[config.mk]
export PLATFORM = sky130hd
export DESIGN_NAME = timeout_gen
export DESIGN_NICKNAME = d
export VERILOG_FILES = /design/src/rtl/timeout_gen.sv
export SDC_FILE = /design/constraint.sdc
export NUM_CORES = 1
export LEC_CHECK = 0
export CAP_MARGIN = 20
export CELL_PAD_IN_SITES_DETAIL_PLACEMENT = 0
export CELL_PAD_IN_SITES_GLOBAL_PLACEMENT = 1
export CORE_UTILIZATION = 35
export CTS_CLUSTER_SIZE = 12
export DETAILED_ROUTE_END_ITERATION = 7
export GPL_TIMING_DRIVEN = 0
export PLACE_DENSITY = 0.68
export SETUP_SLACK_MARGIN = 0.05
export SYNTH_ARGS = -nofsm -noshare
export SYNTH_HDL_FRONTEND = slang
export SYNTH_SLANG_ARGS = --single-unit
[constraint.sdc]
create_clock -name clk -period 2.9 [get_ports clk]
set_clock_uncertainty 0.15 [all_clocks]
set_input_delay 0.58 -clock clk [delete_from_list [all_inputs] [get_ports clk]]
set_output_delay 0.58 -clock clk [all_outputs]
set_load 0.01 [all_outputs]
[src/rtl/timeout_gen.sv]
// ---------------------------------------------------------------------------
// timeout_gen
// Countdown timer with 100 ms and one-second strobes.
//
// A prescaler divides clk down to a 100 ms tick.
// A tenths counter divides that down to a one-second tick.
// Each one-second tick decrements SecsLeft. The block expires when SecsLeft
// reaches zero.
//
// Ports
//   clk              in   single clock, rising edge
//   rst              in   asynchronous active-high reset
//   Load             in   load LoadSecs, clear counters, go IDLE (highest priority)
//   LoadSecs[7:0]    in   countdown start value in seconds
//   Start            in   start from IDLE / resume from PAUSED
//   Pause            in   freeze the countdown (wins over Start)
//   HundredmsTimeout out  one-cycle strobe every 100 ms of run time
//   OnesecTimeout    out  one-cycle strobe every TICKS_PER_SEC 100 ms strobes
//   SecsLeft[7:0]    out  seconds remaining
//   Running          out  high in RUN
//   Expired          out  high in EXPIRED
// ---------------------------------------------------------------------------
module timeout_gen #(
   parameter int CYCLES_PER_100MS = 5000000,
   parameter int TICKS_PER_SEC    = 10
) (
   input  logic       clk,
   input  logic       rst,
   input  logic       Load,
   input  logic [7:0] LoadSecs,
   input  logic       Start,
   input  logic       Pause,
   output logic       HundredmsTimeout,
   output logic       OnesecTimeout,
   output logic [7:0] SecsLeft,
   output logic       Running,
   output logic       Expired
);

   localparam int PW = $clog2(CYCLES_PER_100MS);
   localparam int TW = $clog2(TICKS_PER_SEC);
   localparam logic [PW-1:0] PRE_LAST = PW'(CYCLES_PER_100MS - 1);
   localparam logic [TW-1:0] TEN_LAST = TW'(TICKS_PER_SEC - 1);

   typedef enum logic [1:0] {IDLE, RUN, PAUSED, EXPIRED} stateT;

   stateT         state;
   stateT         stateNext;
   logic [PW-1:0] prescaler;
   logic [TW-1:0] tenths;
   logic          wrapPend;   // a prescaler wrap happened on the previous edge
   logic          secPend;    // that wrap also wrapped the tenths counter
   logic          preWrap;
   logic          tenWrap;
   logic [7:0]    secsNext;

   // Wraps are only counted in RUN. A Pause sampled on the wrap edge still
   // lets the wrap register, because the state is still RUN on that edge.
   assign preWrap  = (state == RUN) && (prescaler == PRE_LAST);
   assign tenWrap  = preWrap && (tenths == TEN_LAST);

   // The decrement lands together with OnesecTimeout, one edge after the wrap.
   // It saturates at zero.
   assign secsNext = (secPend && (SecsLeft != 8'd0)) ? (SecsLeft - 8'd1) : SecsLeft;

   always_comb begin
      stateNext = state;
      case (state)
         IDLE:    if (Start && !Pause && (SecsLeft != 8'd0)) stateNext = RUN;
         RUN:     if (Pause) stateNext = PAUSED;
         PAUSED:  if (Start && !Pause) stateNext = RUN;
         EXPIRED: stateNext = EXPIRED;
      endcase
      // Reaching zero overrides any Start/Pause transition on the same edge.
      if (secPend && (secsNext == 8'd0)) stateNext = EXPIRED;
   end

   always_ff @(posedge clk or posedge rst) begin
      if (rst) begin
         state            <= IDLE;
         prescaler        <= '0;
         tenths           <= '0;
         wrapPend         <= 1'b0;
         secPend          <= 1'b0;
         SecsLeft         <= 8'd0;
         HundredmsTimeout <= 1'b0;
         OnesecTimeout    <= 1'b0;
         Running          <= 1'b0;
         Expired          <= 1'b0;
      end else if (Load) begin
         // Load discards any in-flight wrap so no stale strobe follows it.
         state            <= IDLE;
         prescaler        <= '0;
         tenths           <= '0;
         wrapPend         <= 1'b0;
         secPend          <= 1'b0;
         SecsLeft         <= LoadSecs;
         HundredmsTimeout <= 1'b0;
         OnesecTimeout    <= 1'b0;
         Running          <= 1'b0;
         Expired          <= 1'b0;
      end else begin
         if (state == RUN) begin
            prescaler <= preWrap ? '0 : prescaler + PW'(1);
            if (preWrap) tenths <= tenWrap ? '0 : tenths + TW'(1);
         end
         wrapPend         <= preWrap;
         secPend          <= tenWrap;
         HundredmsTimeout <= wrapPend;
         OnesecTimeout    <= secPend;
         SecsLeft         <= secsNext;
         state            <= stateNext;
         Running          <= (stateNext == RUN);
         Expired          <= (stateNext == EXPIRED);
      end
   end

endmodule

==> run_results.csv <==
group,metric,value,unit
setup_path,crit_arrival,2.43,ns
floorplan,die_h,83.8,µm
synthesis,synth.distinct_cells,41,
place,dp.cells,359,
pwr,ir_drop,0.178,mV
global_routing,grt_pass1_vias,1859,
synthesis,synth_warnings,0,
timing,fmax,0.417,GHz
timing,finalCritPeriodShare,82.6,%
detailed_routing,final_antenna_net_count,0,
pwr,p_leak,1.14,nW
timing,drv_slew,0,
timing,setup-tns-final,0,ns
clock_tree,cts.repair.resized,0,
detailed_routing,dr.pass1.iters,4,
clock_tree,clockBufferDepth,2,
synthesis,synth_nets,276,
detailed_routing,post_drt_wl_per_cell,13.9,µm
cells_and_area,post-route-util,43.8,%
floorplan,rows,29,
detailed_routing,wirelength,5.08,mm
synthesis,ys_seq_area_share,46.0,%
setup_path,critical-path-slowest-cell,"dfrtp_1",
detailed_routing,vias,1886,
setup_path,path_cells,"nand2b_2, or3_1, or3_4, or2b_1, buf_2, buf_2, nor2_1",
setup_path,max_stage_delay,0.43,ns
place,hpwl,3.68,mm
clock_tree,cts_tree,"done",
timing,period_needed,2.40,ns
global_routing,grt_max_degree,36,
clock_tree,root_buffer,"clkbuf_8",
floorplan,dieArea,0.00702,mm²
synthesis,syn_area_per_cell,9.07,µm²
floorplan,initial_core_util,36.7,%
synthesis,synthesis.instances,258,
setup_path,path_common_cell,"buf_2",
min_path,hp-class,"flop to flop",
clock_tree,clk_pin_slew,0.08,ns
setup_path,required,2.93,ns
setup_path,crit_path_start_kind,"flop",
timing,setup_viol,0,
timing,rsz0062_at_grt,"no",
global_routing,grt_first_pass_wirelength,8.83,mm
place,place_congestion,0.788,
clock_tree,htreeDepth,2,
min_path,holdPathStages,1,
setup_path,crit_type,"flop to flop",
setup_path,reg2regPathDepth,7,
clock_tree,cts.sinks,43,
floorplan,io_pins,25,
timing,finalHoldViolations,0,
cells_and_area,area_delta_synth_final,19.3,%
synthesis,synthesis.area,0.00234,mm²
cells_and_area,drive_gt1_share,5.54,%
detailed_routing,dr.first_iter.drc_count,76,
clock_tree,cts_buffers,5,
timing,worst_pin_slew,0.744,ns
flow_run,drv_cap,0,
place,port_buffers,23,
detailed_routing,drc,0,
global_routing,overflow,0,
cells_and_area,final_cells,366,
cells_and_area,n_antenna_cell,0,
cells_and_area,final_nets,307,
floorplan,core,0.00639,mm²
global_routing,grt_antenna_before_repair,0,
pwr,power.density,438,mW/mm²
global_routing,gr-usage-all-layers,15.7,%
setup_path,cp_max_fo,10,
floorplan,fp.dieW,83.8,µm
clock_tree,cts_hold_buf,0,
setup_path,end_kind,"flop",
synthesis,synth-seq-cells,43,
detailed_routing,viasPerCell,5.15,
timing,relSlewSlack,50.3,%
clock_tree,cts_setup_buffers,0,
clock_tree,insertion_delay,0.30,ns
status,status,"complete, no violations",
[per-layer routing]
metal	up-vias	part of all wire, %	track usage (%)
met5	-	0	0
met3	4	3.3	3.46
met1	895	48	20.0
met4	0	0.98	4.62
met2	28	47	26.6
li1	959	-	-
[power by group]
part | total, mW | switching, mW | internal [mW]
clock | 0.461 | 0.209 | 0.252
combinational | 0.134 | 0.0708 | 0.0628
sequential | 0.630 | 0.0173 | 0.612
[synth_stat cells, drive strengths merged]
master,count,share of area [%]
nand4,7,1.9
nor3,13,2.8
o2111ai,2,0.75
o21a,2,0.64
inv,13,2.1
or3b,2,0.75
mux2i,6,2.6
or4b,2,0.86
xnor2,14,5.2
or3,6,1.8
nand2b,1,0.37
o21bai,1,0.32
nor3b,4,1.3
nor4,4,1.1
o31ai,2,0.64
nand3,9,1.9
clkbuf,8,1.3
xor2,7,2.6
or2,1,0.27
and2,1,0.27
and4,3,1.1
nand2,30,4.8
nor2,28,4.5
a21oi,14,3.0
nor2b,4,1.1
nor4b,3,1.1
or2b,1,0.32
nand3b,2,0.64
o32ai,1,0.37
mux2,1,0.48
a211oi,1,0.32
o31a,1,0.37
buf,2,0.43
a211o,1,0.37
and3,2,0.53
o41ai,1,0.37
o21ai,10,2.1
dfrtp,43,46
ha,5,2.7
[layout by cell type (no fill, tap or decap), types with 8 or more instances in the layout]
cell,netlist,routed
a21oi_1,14,14
clkbuf_1,8,8
clkdlybuf4s50_1,0,23
dfrtp_1,43,43
inv_1,13,12
nand2_1,30,30
nand3_1,9,9
nor2_1,28,28
nor3_1,13,13
o21ai_0,10,10
xnor2_1,14,14
[final timing paths]
path,from,end,slack (ns)
max,state[1]$_DFF_PP0_,prescaler[2]$_DFFE_PP0P_,0.50
min,wrapPend$_DFF_PP0_,HundredmsTimeout$_DFF_PP0_,0.32
max reg2reg,state[1]$_DFF_PP0_,prescaler[2]$_DFFE_PP0P_,0.50
min reg2reg,wrapPend$_DFF_PP0_,HundredmsTimeout$_DFF_PP0_,0.32
max in group asynchronous,rst,prescaler[20]$_DFFE_PP0P_,1.78
min in group asynchronous,rst,Expired$_DFF_PP0_,0.36
[critical path: cells and delay by family (launching register included)]
family | cells | cell delay, ns
buf+inv | 2 | 0.45
simple gates | 5 | 1.25
flops | 1 | 0.43
[through the flow]
step                      hold slack (ns)  power (mW)  worst slack (ns)  area, µm²
after floorplan                     0.289       0.712             0.827       2340
after CTS                           0.326        1.24             0.471       2790
after detailed placement            0.311       0.778             0.497       2690
after global placement              0.294       0.775             0.175       2670
final                               0.316        1.22             0.504       2790
after global routing                0.332        1.28             0.378       2790
[sequential cells by signal, indices dropped and copies added (netlist names)]
name              cells
prescaler            23
SecsLeft              8
tenths                4
state                 2
Expired               1
HundredmsTimeout      1
OnesecTimeout         1
Running               1
secPend               1
wrapPend              1
[logic make-up (layout without fill, tap and decap cells)]
group / Yosys count / count (layout) / share of synthesized area (%)
AND/OR/NAND/NOR: 123 / 123 / 27.4
flip-flops: 43 / 43 / 46.0
AO/OA/AOI/OAI: 36 / 36 / 9.30
buffers and inverters: 23 / 54 / 3.79
XOR/XNOR: 21 / 21 / 7.86
multiplexers: 7 / 7 / 3.05
adder cells (fa/ha/maj): 5 / 5 / 2.67
[cell type report]
class	instances	area, µm²
Tap cell	77	96.3
Clock buffer	5	68.8
Sequential cell	43	1080
Inverter	13	48.8
Buffer	10	40.0
Multi-Input combinational cell	192	1180
Fill cell	649	3590
Clock inverter	2	37.5
Timing Repair Buffer	24	250
Power figures use the tool's default switching activity.
